**config.mk**
```make
export PLATFORM = sky130hd
export DESIGN_NAME = key_event_decoder_flat
export DESIGN_NICKNAME = d
export VERILOG_FILES = /design/src/rtl/synth_pkg.sv /design/src/rtl/key_event_decoder_if.sv /design/src/rtl/prefix_timer.sv /design/src/rtl/key_event_decoder.sv /design/src/flat_wrapper.sv
export SDC_FILE = /design/constraint.sdc
export NUM_CORES = 1
export LEC_CHECK = 0
export CORE_UTILIZATION = 55
export DETAILED_ROUTE_END_ITERATION = 7
export PLACE_DENSITY_LB_ADDON = 0.3
export RECOVER_POWER = 50
export SLEW_MARGIN = 20
export SYNTH_ARGS = -nofsm -noshare
export SYNTH_HDL_FRONTEND = slang
export SYNTH_HIERARCHICAL = 1
export SYNTH_SLANG_ARGS = --single-unit
```
**constraint.sdc**
```tcl
create_clock -name CLK -period 5 [get_ports CLK]
set_clock_uncertainty 0.2 [all_clocks]
set_input_delay 0.75 -clock CLK [delete_from_list [all_inputs] [get_ports CLK]]
set_output_delay 0.75 -clock CLK [all_outputs]
set_load 0.1 [all_outputs]
```
**src/rtl/synth_pkg.sv**
```systemverilog
// Shared definitions for the keyboard front end.
// Contents:
//   kev_state_t     - prefix-tracking state of the key event decoder
//   SC_BREAK/SC_EXT - scancode set 2 break and extended prefixes
//   SC_KEY0..3      - default scancodes for the four playable keys (A S D F)
package synth_pkg;

   typedef enum logic [1:0] {
      Idle   = 2'd0,
      Brk    = 2'd1,
      Ext    = 2'd2,
      ExtBrk = 2'd3
   } kev_state_t;

   localparam logic [7:0] SC_BREAK = 8'hF0;
   localparam logic [7:0] SC_EXT   = 8'hE0;

   localparam logic [7:0] SC_KEY0  = 8'h1C;
   localparam logic [7:0] SC_KEY1  = 8'h1B;
   localparam logic [7:0] SC_KEY2  = 8'h23;
   localparam logic [7:0] SC_KEY3  = 8'h2B;

endpackage

```
**src/rtl/key_event_decoder_if.sv**
```systemverilog
// Bundle between the keyboard receiver side and the key event decoder.
// Signals:
//   data_in/data_valid - received scancode byte and its one-cycle strobe
//   panic              - synchronous all-notes-off request
//   key0..key3         - held key levels
//   press_pulse        - one cycle on a key going down
//   release_pulse      - one cycle on a key going up
//   event_idx          - key index belonging to the current pulse
// Modports: master drives bytes/panic and observes keys; slave is the decoder.
interface key_event_decoder_if;

   logic [7:0] data_in;
   logic       data_valid;
   logic       panic;
   logic       key0;
   logic       key1;
   logic       key2;
   logic       key3;
   logic       press_pulse;
   logic       release_pulse;
   logic [1:0] event_idx;

   modport master (
      output data_in, data_valid, panic,
      input  key0, key1, key2, key3, press_pulse, release_pulse, event_idx
   );

   modport slave (
      input  data_in, data_valid, panic,
      output key0, key1, key2, key3, press_pulse, release_pulse, event_idx
   );

endinterface

```
**src/rtl/prefix_timer.sv**
```systemverilog
// Abandon timer for a partially received scancode prefix.
// Ports:
//   CLK, RESET - clock and asynchronous active-high reset
//   clr        - restart the count from zero (has priority over en)
//   en         - advance the count by one
//   expired    - count has reached TIMEOUT-1
module prefix_timer #(
   parameter logic [15:0] TIMEOUT = 16'd50000
) (
   input  logic CLK,
   input  logic RESET,
   input  logic clr,
   input  logic en,
   output logic expired
);

   logic [15:0] count;

   always_ff @(posedge CLK or posedge RESET) begin
      if (RESET)
         count <= '0;
      else if (clr)
         count <= '0;
      else if (en)
         count <= count + 16'd1;
   end

   assign expired = (count == (TIMEOUT - 16'd1));

endmodule

```
**src/rtl/key_event_decoder.sv**
```systemverilog
// Turns the receiver's scancode byte stream into four held key levels plus
// one-cycle press/release pulses tagged with the key index. Break (F0) and
// extended (E0) prefixes are tracked; extended keys are never mapped and
// typematic repeats of a held key are swallowed.
// Ports:
//   CLK, RESET - clock and asynchronous active-high reset
//   bus        - slave side of key_event_decoder_if (bytes, panic, key outputs)
module key_event_decoder
   import synth_pkg::*;
#(
   parameter logic [7:0]  CODE0   = SC_KEY0,
   parameter logic [7:0]  CODE1   = SC_KEY1,
   parameter logic [7:0]  CODE2   = SC_KEY2,
   parameter logic [7:0]  CODE3   = SC_KEY3,
   parameter logic [15:0] TIMEOUT = 16'd50000
) (
   input  logic                 CLK,
   input  logic                 RESET,
   key_event_decoder_if.slave   bus
);

   kev_state_t state, state_nxt;
   logic [3:0] keys, keys_nxt;
   logic       press, press_nxt;
   logic       rel, rel_nxt;
   logic [1:0] idx, idx_nxt;
   logic       expired;
   logic       hit;
   logic [1:0] hidx;

   // {hit, index}; an if-chain so the lowest index wins on duplicate codes
   function automatic logic [2:0] code_lookup(input logic [7:0] b);
      if (b == CODE0)      return 3'b100;
      else if (b == CODE1) return 3'b101;
      else if (b == CODE2) return 3'b110;
      else if (b == CODE3) return 3'b111;
      else                 return 3'b000;
   endfunction

   assign {hit, hidx} = code_lookup(bus.data_in);

   // Every accepted byte restarts the abandon window; a panic byte is
   // dropped, but the FSM returns to Idle where the count is irrelevant.
   prefix_timer #(.TIMEOUT(TIMEOUT)) u_timer (
      .CLK     (CLK),
      .RESET   (RESET),
      .clr     (bus.data_valid),
      .en      (state != Idle),
      .expired (expired)
   );

   always_comb begin
      state_nxt = state;
      keys_nxt  = keys;
      press_nxt = 1'b0;
      rel_nxt   = 1'b0;
      idx_nxt   = idx;
      if (bus.panic) begin
         state_nxt = Idle;
         keys_nxt  = '0;
      end else if (bus.data_valid) begin
         case (state)
            Idle: begin
               if (bus.data_in == SC_BREAK)
                  state_nxt = Brk;
               else if (bus.data_in == SC_EXT)
                  state_nxt = Ext;
               else if (hit && !keys[hidx]) begin
                  keys_nxt[hidx] = 1'b1;
                  press_nxt      = 1'b1;
                  idx_nxt        = hidx;
               end
            end
            Brk: begin
               if (hit && keys[hidx]) begin
                  keys_nxt[hidx] = 1'b0;
                  rel_nxt        = 1'b1;
                  idx_nxt        = hidx;
               end
               state_nxt = Idle;
            end
            Ext: begin
               state_nxt = (bus.data_in == SC_BREAK) ? ExtBrk : Idle;
            end
            ExtBrk: begin
               state_nxt = Idle;
            end
            default: state_nxt = Idle;
         endcase
      end else if (expired && state != Idle) begin
         // prefix abandoned: fall back without touching any key
         state_nxt = Idle;
      end
   end

   always_ff @(posedge CLK or posedge RESET) begin
      if (RESET) begin
         state <= Idle;
         keys  <= '0;
         press <= 1'b0;
         rel   <= 1'b0;
         idx   <= '0;
      end else begin
         state <= state_nxt;
         keys  <= keys_nxt;
         press <= press_nxt;
         rel   <= rel_nxt;
         idx   <= idx_nxt;
      end
   end

   assign bus.key0          = keys[0];
   assign bus.key1          = keys[1];
   assign bus.key2          = keys[2];
   assign bus.key3          = keys[3];
   assign bus.press_pulse   = press;
   assign bus.release_pulse = rel;
   assign bus.event_idx     = idx;

endmodule

```
**src/flat_wrapper.sv**
```systemverilog
// flat-port wrapper written by rule: the top's interface ports become plain ports
module key_event_decoder_flat import synth_pkg::*;
#(
   parameter logic [7:0]  CODE0   = SC_KEY0,
   parameter logic [7:0]  CODE1   = SC_KEY1,
   parameter logic [7:0]  CODE2   = SC_KEY2,
   parameter logic [7:0]  CODE3   = SC_KEY3,
   parameter logic [15:0] TIMEOUT = 16'd50000
)
  (CLK, RESET, bus_data_in, bus_data_valid, bus_panic, bus_key0, bus_key1, bus_key2, bus_key3, bus_press_pulse, bus_release_pulse, bus_event_idx);
  key_event_decoder_if bus_i ();
  input  logic CLK;
  input  logic RESET;
  input wire logic [$bits(bus_i.data_in)-1:0] bus_data_in;
  input wire logic [$bits(bus_i.data_valid)-1:0] bus_data_valid;
  input wire logic [$bits(bus_i.panic)-1:0] bus_panic;
  output wire logic [$bits(bus_i.key0)-1:0] bus_key0;
  output wire logic [$bits(bus_i.key1)-1:0] bus_key1;
  output wire logic [$bits(bus_i.key2)-1:0] bus_key2;
  output wire logic [$bits(bus_i.key3)-1:0] bus_key3;
  output wire logic [$bits(bus_i.press_pulse)-1:0] bus_press_pulse;
  output wire logic [$bits(bus_i.release_pulse)-1:0] bus_release_pulse;
  output wire logic [$bits(bus_i.event_idx)-1:0] bus_event_idx;
  assign bus_i.data_in = bus_data_in;
  assign bus_i.data_valid = bus_data_valid;
  assign bus_i.panic = bus_panic;
  assign bus_key0 = bus_i.key0;
  assign bus_key1 = bus_i.key1;
  assign bus_key2 = bus_i.key2;
  assign bus_key3 = bus_i.key3;
  assign bus_press_pulse = bus_i.press_pulse;
  assign bus_release_pulse = bus_i.release_pulse;
  assign bus_event_idx = bus_i.event_idx;
  key_event_decoder #(.CODE0(CODE0), .CODE1(CODE1), .CODE2(CODE2), .CODE3(CODE3), .TIMEOUT(TIMEOUT)) u_core (.CLK(CLK), .RESET(RESET), .bus(bus_i));
endmodule
```
# Yosys cells after proc, flatten, opt, wreduce, memory -nomap -nowiden
# Index checks and enable logic that the tools add are counted.
[totals]
elab_cells = 87
reg_bits = 26
out_inout_bits = 8
[op_classes]
eq_ne = 19
mux = 39
bitwise_logic = 4
addsub = 1
magnitude_cmp = 2
n_reduce_logical = 16
[ops]
columns = ["op", "n"]
rows = [
  ["16-bit two-way mux", 2],
  ["4-bit two-way mux", 6],
  ["2-bit two-way mux", 10],
  ["16-bit by 1-bit adder with 16-bit output (second input constant)", 1],
  ["16-bit == test (second input constant)", 1],
  ["8-bit by 5-bit == test with 1-bit output (second input constant)", 2],
  ["8-bit by 6-bit == test with 1-bit output (second input constant)", 2],
  ["8-bit == test (second input constant)", 2],
  ["1-bit two-way mux", 12],
  ["3-bit two-way mux", 4],
  ["4-bit one-hot mux with 2 select lines", 1],
  ["2-bit nonzero test", 4],
  ["7-bit AND reduction", 1],
  ["3-bit by 2-bit != test with 1-bit output (second input constant)", 2],
  ["3-bit != test (second input constant)", 2],
  ["2-bit one-hot mux with 3 select lines", 1],
  ["6-bit AND reduction", 1],
  ["3-bit nonzero test", 2],
  ["5-bit by 3-bit != test with 1-bit output (second input constant)", 1],
  ["4-bit bitwise AND", 1],
  ["2-bit == test (second input constant)", 2],
  ["1-bit logical AND", 4],
  ["2-bit by 1-bit != test with 1-bit output (second input constant)", 2],
  ["2-bit != test (second input constant)", 2],
  ["13 further kinds", 13],
]

# Depth between registers and ports, before layout
[logic_depth]
depth_word = 16
depth_mapped = 7
ltp_nobuf = 7

# Cells and area by module
# The synthesis kept the hierarchy.
[by_module_without_submodules]
columns = ["mod", "cells_per_inst", "n_inst", "seq_area_each_um2", "area_each_um2"]
rows = [
  ["prefix_timer", 88, 1, 400.4, 838.3],
  ["key_event_decoder", 83, 1, 250.2, 804.5],
]

# Worst setup path after synthesis
# OpenSTA, ideal clock, no wires.
[synth_timing]
path_type = "input to register"
startpoint = "input bus_data_in[1]"
endpoint = "register u_core.idx[1], in the netlist u_core/bus.event_idx[1]"
n_path_buf = 0
cell_stages = 5
arrival_ns = 2.106
setup_ns = 0.128
slack_ns = 2.566
required_ns = 4.672
path_cell_list = "or3b_1 -> a211oi_2 -> o211ai_1 -> mux2i_1 -> mux2_1"
[synth_between]
elab_chain_cells = 11
word_cells_on_any_way = 25
classes_between = "eq/ne (10); mux (11); reduce/logical (4)"
[synth_rtl]
columns = ["item", "line_no", "rtl"]
rows = [
  ["start: declaration", "flat_wrapper.sv:14", "input wire logic [$bits(bus_i.data_in)-1:0] bus_data_in;"],
  ["8-bit by 6-bit == test with 1-bit output", "key_event_decoder.sv:36", "else if (b == CODE3) return 3'b111;"],
  ["3-bit two-way mux", "key_event_decoder.sv:36", ""],
  ["3-bit two-way mux", "key_event_decoder.sv:35", "else if (b == CODE2) return 3'b110;"],
  ["3-bit two-way mux", "key_event_decoder.sv:34", "else if (b == CODE1) return 3'b101;"],
  ["3-bit two-way mux", "key_event_decoder.sv:33", "if (b == CODE0) return 3'b100;"],
  ["1-bit binary-select mux with 2-bit select", "key_event_decoder.sv:68, key_event_decoder.sv:75", ""],
  ["1-bit two-way mux (implied by the code)", "key_event_decoder.sv:68, key_event_decoder.sv:75", ""],
  ["1-bit zero test", "key_event_decoder.sv:68", "else if (hit && !keys[hidx]) begin"],
  ["1-bit logical AND", "key_event_decoder.sv:68", ""],
  ["2-bit by 1-bit != test with 1-bit output (no source line)", "--", ""],
  ["7-bit AND reduction (no source line)", "--", ""],
  ["end signal: assignment", "key_event_decoder.sv:108", "idx <= idx_nxt;"],
  ["end: declaration", "key_event_decoder.sv:26", "logic [1:0] idx, idx_nxt;"],
]
# Several ways; a longest one is shown, not always the timed one. The select of a mux whose other input is x is not followed.
# A chain may end at the register's enable or synchronous reset.

# Worst setup path in the final report
[layout_timing]
startpoint = "input bus_data_valid"
endpoint = "register u_core.u_timer.count[14]"
[layout_between]
elab_chain_cells = 1
word_cells_on_any_way = 2
classes_between = "mux (1); reduce/logical (1)"
[layout_rtl]
columns = ["item", "line_no", "rtl"]
rows = [
  ["start: declaration", "flat_wrapper.sv:15", "input wire logic [$bits(bus_i.data_valid)-1:0] bus_data_valid;"],
  ["16-bit two-way mux or 2-bit nonzero test (tied branches)", "--", ""],
  ["end signal: assignment", "prefix_timer.sv:25", "count <= count + 16'd1;"],
  ["end: declaration", "prefix_timer.sv:17", "logic [15:0] count;"],
]
# Several ways; a longest one is shown, not always the timed one.

==> metrics list <==
- Maximum number of buffers from clock root to sink: 2
* Cell type with the largest total area after synthesis: dfrtp_1
- In the finished design, the share of the clock period the worst path needs comes to 0.601.
* Buffer count from post-CTS setup fixing: 0
- Hold Vio Cnt, Final: 0
- Crit path arrival time: 3070 ps
- STA classifies the critical path startpoint as a primary input.
- Starting Density: 0.591
- DP HPWL: 2500 µm
- CTS built an H-tree with a depth of 1.
- Global-route wire length before repair: 5610 µm
- Root Driver: clkbuf_4
* Upper clock frequency limit: 0.333 GHz
* CP Class: in -> reg
- Count of clock tree sinks: 26
* Setup total negative slack: 0 ps
* Die Area: 3210 µm²
* Path type of the worst min-delay path: reg -> reg
- From synthesis to final layout, the design area changed by 14.5%.
* Initial antenna violation count: 0
- Most frequent standard cell in the layout excluding fill and tap cells: dfrtp_1
* Unrepaired setup endpoints after global routing: false
* Buffers added on ports: 19
- TritonCTS Buffers: 3
- Row count: 19
- Total of endpoints with negative setup slack in the final report: 0
* Number of synthesized flops with an enable pin: 0
- Length in cells of the worst reg-to-reg path: 5
- The first detailed-routing pass took 4 iterations.
- 20 I/O pins were placed.
* Pwr/cell area: 214 nW/µm²
- At the pin with the least slew margin, the transition time is 966 ps.
- The design draws 402 µW.
- For this run, the total global-route usage over all layers was measured as 0.224.
* Commonest non-fill, non-tap cells in the layout: 26 x dfrtp_1, 19 x nor2_1, 17 x clkdlybuf4s50_1
- Width of the die: 56.7 µm
- The count of nets left with antenna violations once routing finished came out at 0.
* Count of yosys warnings during synthesis: 6
- Total gr overflow: 0
- Static Leakage: 0.000781 µW
- At the end of the flow, the number of nets in the layout was 202.
* Number of DRC markers after the initial detailed-route iteration: 53
- Summing every instance area after synthesis gives 1640 µm².
- After synthesis the netlist holds a flip-flop and latch count of 26.
- Largest net degree at the start of global routing: 21
* Worst-path cell with the longest stage delay: dlygate4sd3_1
* Layout cells sized above 1: 0.106
- Detailed-route vias per instance: 6.10
* TritonCTS clock tree: built
- Number of distinct library cells after synthesis: 50
- After detailed routing, the average wire length per cell comes to 14.8 µm.
* Cts repair resizes: 0
* Worst skew pair latency: 330 ps
- Area of the multi-input gates: 900 µm²
- Die Y-Extent: 56.7 µm
- Share of the core filled with cells: 0.676
* Worst setup EP type: flip-flop
- Ant. Diodes: 0
- Number of fill cells: 231
- Average size of a mapped cell: 9.61 µm²
- Required time of the critical path: 5060 ps
* Largest fanout on the critical path: 20
- The detailed router placed 1336 vias in this run.
- The share of the Yosys chip area taken by registers is 0.396.
- Counting instances, the worst hold path has a depth of 1.
- Synthesis produced a netlist whose cell count is 171.
- Number of hold buffers added after CTS: 0
* Flip-flop and latch area: 651 µm²
- Critical Path, Cell by Cell: dlygate4sd3_1 -> o211ai_2 -> or2_2 -> or4_1 -> a21oi_1
- For this run, the slowest stage of the critical path takes 1020 ps.
- The run finished with clean final reports.
- The via count of the first global-routing pass came to 1321.
* Fraction of registers with async set/reset: 1.00
* CORE AREA: 2780 µm²
* Final weighted congestion of routability-driven global placement: 0.839
- IR analysis of the VDD net gives a maximum drop of 0.170 mV.
* Worst-path clk slew: 140 ps
- Post-detailed-route DRC marker count: 0
- Slew margin rel.: 0.354
- Subtracting the final worst setup slack from the clock period gives 3000 ps.
- Ys flop type: dfrtp_1
- By area the synthesized netlist is led by dfrtp_1 40%, mux2i_1 6.1%, nor2_1 4.3%.
* Max cap viols: 0
- The final max-slew violation count came to 0.
- Proportion of netlist area held by the largest area contributor: 0.396
- The number of nets in the synthesized netlist is 184.
- Drt total wl: 3250 µm
[worst max-delay path, delay by kind of cell]
family	cells	cell delay [ps]
AND/OR/NAND/NOR	2	850
AO/OA/AOI/OAI	2	430
buffers and inverters	1	1020
[worst paths after layout]
kind | slack [ps] | to | startpoint
min in group asynchronous | 630 | u_core/bus.event_idx[1] | RESET
hold reg to reg | 320 | u_core/bus.event_idx[1] | u_core/bus.event_idx[1]
setup reg to reg | 2740 | u_core/u_timer/count[14] | u_core/state[0]
hold / removal | 320 | u_core/bus.event_idx[1] | u_core/bus.event_idx[1]
setup / recovery | 2000 | u_core/u_timer/count[14] | bus_data_valid
max in group asynchronous | 3480 | u_core/u_timer/count[2] | RESET
[state kept, by name (all words and copies together) (netlist names)]
register	count
u_core/state	2
u_core/bus.release_pulse	1
u_core/keys	4
u_core/bus.press_pulse	1
u_core/u_timer/count	16
u_core/bus.event_idx	2
[routing by layer]
layer | vias to the layer above | track usage | wire (µm)
met3 | 7 | 0.0346 | 103
met1 | 656 | 0.260 | 1380
met2 | 29 | 0.403 | 1700
met4 | 0 | 0.0976 | 57
li1 | 644 | - | -
met5 | - | 0 | 0
[through the flow]
step	hold WS [ps]	std cells	setup WS (ps)	cell area (µm²)
after floorplan	314	171	2570	1640
after global placement	269	215	1810	1830
after detailed placement	302	215	1710	1830
after CTS	334	219	2080	1880
after global routing	369	219	1890	1880
final	320	219	2000	1880
[cell families (layout without fill, tap and decap cells)]
family | count (synthesis) | count (layout) | synth area share
AOI/OAI and AO/OA | 20 | 20 | 0.107
xor gates and xnor gates | 12 | 12 | 0.0640
adders and majority gates | 1 | 1 | 0.00761
buffers and inverters | 19 | 36 | 0.0564
DFF | 26 | 26 | 0.396
muxes | 12 | 12 | 0.0746
and+or+nand+nor | 81 | 81 | 0.295
[final cells by class]
cell class	count	area share
Inverter	13	0.0259
Tap cell	31	0.0206
Clock inverter	1	0.0160
Timing Repair Buffer	19	0.101
Clock buffer	3	0.0120
Multi-Input combinational cell	126	0.478
Sequential cell	26	0.346
[where the power goes]
group | internal (µW) | leakage [µW] | switching, µW
combinational | 15.7 | 0.000394 | 29.9
sequential | 212 | 0.000359 | 0.721
clock | 81.2 | 0.0000279 | 62.3
[cells in the mapped netlist (3+ instances only)]
cell type and count:
nand3_1 9, mux2i_1 10, nand3b_1 4, nor4_1 5, dfrtp_1 26, nand2_1 11
a21oi_1 5, xor2_1 4, inv_1 13, nand4b_1 3, nand4_1 3, o211ai_1 4
xnor2_1 8, nor3_1 4, nor2_1 19
Power figures use the tool's default switching activity.
==> RTL edit (same flow settings) <==
`TIMEOUT` is set to 16'd50000 in 3 places; all go to 16'd25000.
--- a/src/rtl/prefix_timer.sv
+++ b/src/rtl/prefix_timer.sv
@@ -5,7 +5,7 @@
 //   en         - advance the count by one
 //   expired    - count has reached TIMEOUT-1
 module prefix_timer #(
-   parameter logic [15:0] TIMEOUT = 16'd50000
+   parameter logic [15:0] TIMEOUT = 16'd25000
 ) (
    input  logic CLK,
    input  logic RESET,
--- a/src/rtl/key_event_decoder.sv
+++ b/src/rtl/key_event_decoder.sv
@@ -12,7 +12,7 @@
    parameter logic [7:0]  CODE1   = SC_KEY1,
    parameter logic [7:0]  CODE2   = SC_KEY2,
    parameter logic [7:0]  CODE3   = SC_KEY3,
-   parameter logic [15:0] TIMEOUT = 16'd50000
+   parameter logic [15:0] TIMEOUT = 16'd25000
 ) (
    input  logic                 CLK,
    input  logic                 RESET,
--- a/src/flat_wrapper.sv
+++ b/src/flat_wrapper.sv
@@ -5,7 +5,7 @@
    parameter logic [7:0]  CODE1   = SC_KEY1,
    parameter logic [7:0]  CODE2   = SC_KEY2,
    parameter logic [7:0]  CODE3   = SC_KEY3,
-   parameter logic [15:0] TIMEOUT = 16'd50000
+   parameter logic [15:0] TIMEOUT = 16'd25000
 )
   (CLK, RESET, bus_data_in, bus_data_valid, bus_panic, bus_key0, bus_key1, bus_key2, bus_key3, bus_press_pulse, bus_release_pulse, bus_event_idx);
   key_event_decoder_if bus_i ();
Behaviour: same outputs for any inputs over 10 cycles, from zero or initial values and one cycle with RESET high; that may be too few to reach the edited logic, so the function may still have changed.
==> RTL edit against the unedited design <==
- the run now ends with design-rule violations left
- power fell by 8.7%
- sequential cell count unchanged
- area after synthesis up 1.4%
- cell area shrank 0.33%
- register-to-register slack is essentially flat
- setup slack lost 0.081 ns
- routed wire length grew 4.4%
- final cell count decreased by 1.8%
- non-clock buffer count stayed put
- first-iteration DRC count increased by 23%
- critical path type unchanged
==> RTL edit: results (changes against the unedited design) <==
.. list-table::
   :header-rows: 1

   * - Metric
     - Value
   * - Outcome
     - finished with violations
   * - Violations in the final reports
     - design-rule violations
   * - Static Leakage
     - 0.000828 uW (+6.0%)
   * - Via total after detailed routing
     - 1280 (-4.2%)
   * - Slowest cell delay on critical path
     - 1.06 ns (+0.04 ns)
   * - Maximum number of pins on one net before global-route repair
     - 23 (+9.5%)
   * - Worst reg2reg path endpoint
     - u_core/bus.event_idx[1]
   * - Via density per instance
     - 5.95 (-2.4%)
   * - Synth Area per Inst
     - 9.92 um^2 (+3.3%)
   * - Switching share of total power
     - 0.258 (+0.0261)
   * - Placement-stage cell area
     - 1840 um^2 (+0.55%)
   * - Routed Wire Length
     - 3390 um (+4.4%)
   * - Netlist cell types
     - 49 (-2.0%)
   * - DRC violations left
     - 2 (+2)
   * - Syn_nets
     - 181 (-1.6%)
   * - Min-Delay Path Depth
     - 1 (unchanged)
   * - Fillers
     - 232 (+0.43%)
   * - Weighted congestion at the end of routability-driven global placement
     - 0.800 (-4.6%)
   * - Total iterations of the first detailed-routing run
     - 6 (+2)
   * - H-Tree Depth
     - 1 (unchanged)
   * - Worst hold start
     - u_core/bus.event_idx[1]
   * - Detailed-placement wirelength estimate
     - 2550 um (+2.1%)
   * - HP Class
     - flip-flop to flip-flop
   * - Biggest area contributors in the synthesized netlist
     - sky130_fd_sc_hd__dfrtp_1, sky130_fd_sc_hd__mux2i_1, sky130_fd_sc_hd__nor2_1
   * - Initial DRC count
     - 65 (+23%)
   * - Layout cells sized above 1
     - 0.0978 (-0.00856)
   * - Max clock buf depth
     - 2 (unchanged)
   * - YS warnings
     - 6 (unchanged)
   * - Critical path fanouts, max
     - 22 (+10%)
   * - Sequential fraction of the synthesis area
     - 0.390 (-0.00565)
   * - Slowest-stage cell, CP
     - sky130_fd_sc_hd__dlygate4sd3_1
   * - Relative slew slack
     - 0.350 (-0.00408)
   * - Wire length of the first global-routing pass
     - 5690 um (+1.4%)
   * - Post-Place Cells
     - 211 (-1.9%)
   * - Peak supply drop
     - 195 uV (+15%)
   * - Top cell types by occurrence after synthesis
     - sky130_fd_sc_hd__dfrtp_1, sky130_fd_sc_hd__nor2_1, sky130_fd_sc_hd__nand2_1
   * - Post-layout net count
     - 198 (-2.0%)
   * - Global-route total usage across every layer
     - 0.227 (+0.00305)
   * - Arrival time of data at the critical path endpoint
     - 3.11 ns (+0.04 ns)
   * - Endpoint of the worst hold-timing path
     - u_core/bus.event_idx[1]
## RTL edit: cell types whose count changed in the layout (fill, tap and decap cells not counted), moves of 3 or more
cell	delta
sky130_fd_sc_hd__and3_1	+3
sky130_fd_sc_hd__inv_1	-6
sky130_fd_sc_hd__xor2_1	+4
sky130_fd_sc_hd__xnor2_1	-4
## RTL edit: how the worst max path moves through the flow
stage                              start                      end  slack, ns  depth (start not counted)
after floorplan           bus_data_in[1]  u_core/bus.event_idx[1]       2.57                          5
after global placement    bus_data_valid  u_core/bus.event_idx[1]       1.75                          6
after detailed placement  bus_data_valid  u_core/bus.event_idx[1]       1.66                          6
after CTS                 bus_data_valid  u_core/bus.event_idx[1]       2.01                          6
after global routing      bus_data_valid  u_core/bus.event_idx[1]       1.82                          6
final                     bus_data_valid  u_core/bus.event_idx[1]       1.91                          6
## RTL edit: cell families (layout without fill, tap and decap cells)
family | Yosys count | after routing | synth area share
compound gates | 19 | 19 | 0.111
xor+xnor | 12 | 12 | 0.0631
fa+ha+maj | 1 | 1 | 0.00751
buf+inv | 14 | 30 | 0.0503
flops | 26 | 26 | 0.390
mux | 13 | 13 | 0.0803
simple gates | 83 | 83 | 0.297
## RTL edit: power groups by stage
| stage | clock (uW) | sequential [uW] | combinational (uW) |
|---|---|---|---|
| 3_3_place_gp | 0 | 216 | 45.8 |
| 6_report | 107 | 213 | 46.6 |
| 3_5_place_dp | 0 | 217 | 46.9 |
| 2_1_floorplan | 0 | 227 | 20.5 |
| 5_1_grt | 119 | 213 | 50.3 |
| 4_1_cts | 110 | 213 | 47.3 |
## RTL edit: final cells by class
| class | count | area share |
|---|---|---|
| clock buffer | 4 | 0.0194 |
| sequential | 26 | 0.347 |
| inverter | 7 | 0.0140 |
| timing repair buffer | 19 | 0.101 |
| multi-input combinational | 128 | 0.497 |
| tap | 31 | 0.0207 |
## RTL edit: per-layer routing
metal | global-route usage | up-vias | share of wire
li1 | - | 642 | -
met1 | 0.331 | 596 | 0.49
met2 | 0.351 | 40 | 0.44
met3 | 0.0385 | 2 | 0.056
met4 | 0.0627 | 0 | 0.010
met5 | 0 | - | 0
## RTL edit: per-stage QoR
step	util	hold WS [ns]	setup slack, ns	power [uW]
after floorplan	-	0.334	2.57	247
after global placement	0.655	0.281	1.75	262
after detailed placement	0.655	0.276	1.66	264
after CTS	0.668	0.319	2.01	370
after global routing	0.668	0.333	1.82	383
final	0.668	0.327	1.91	366
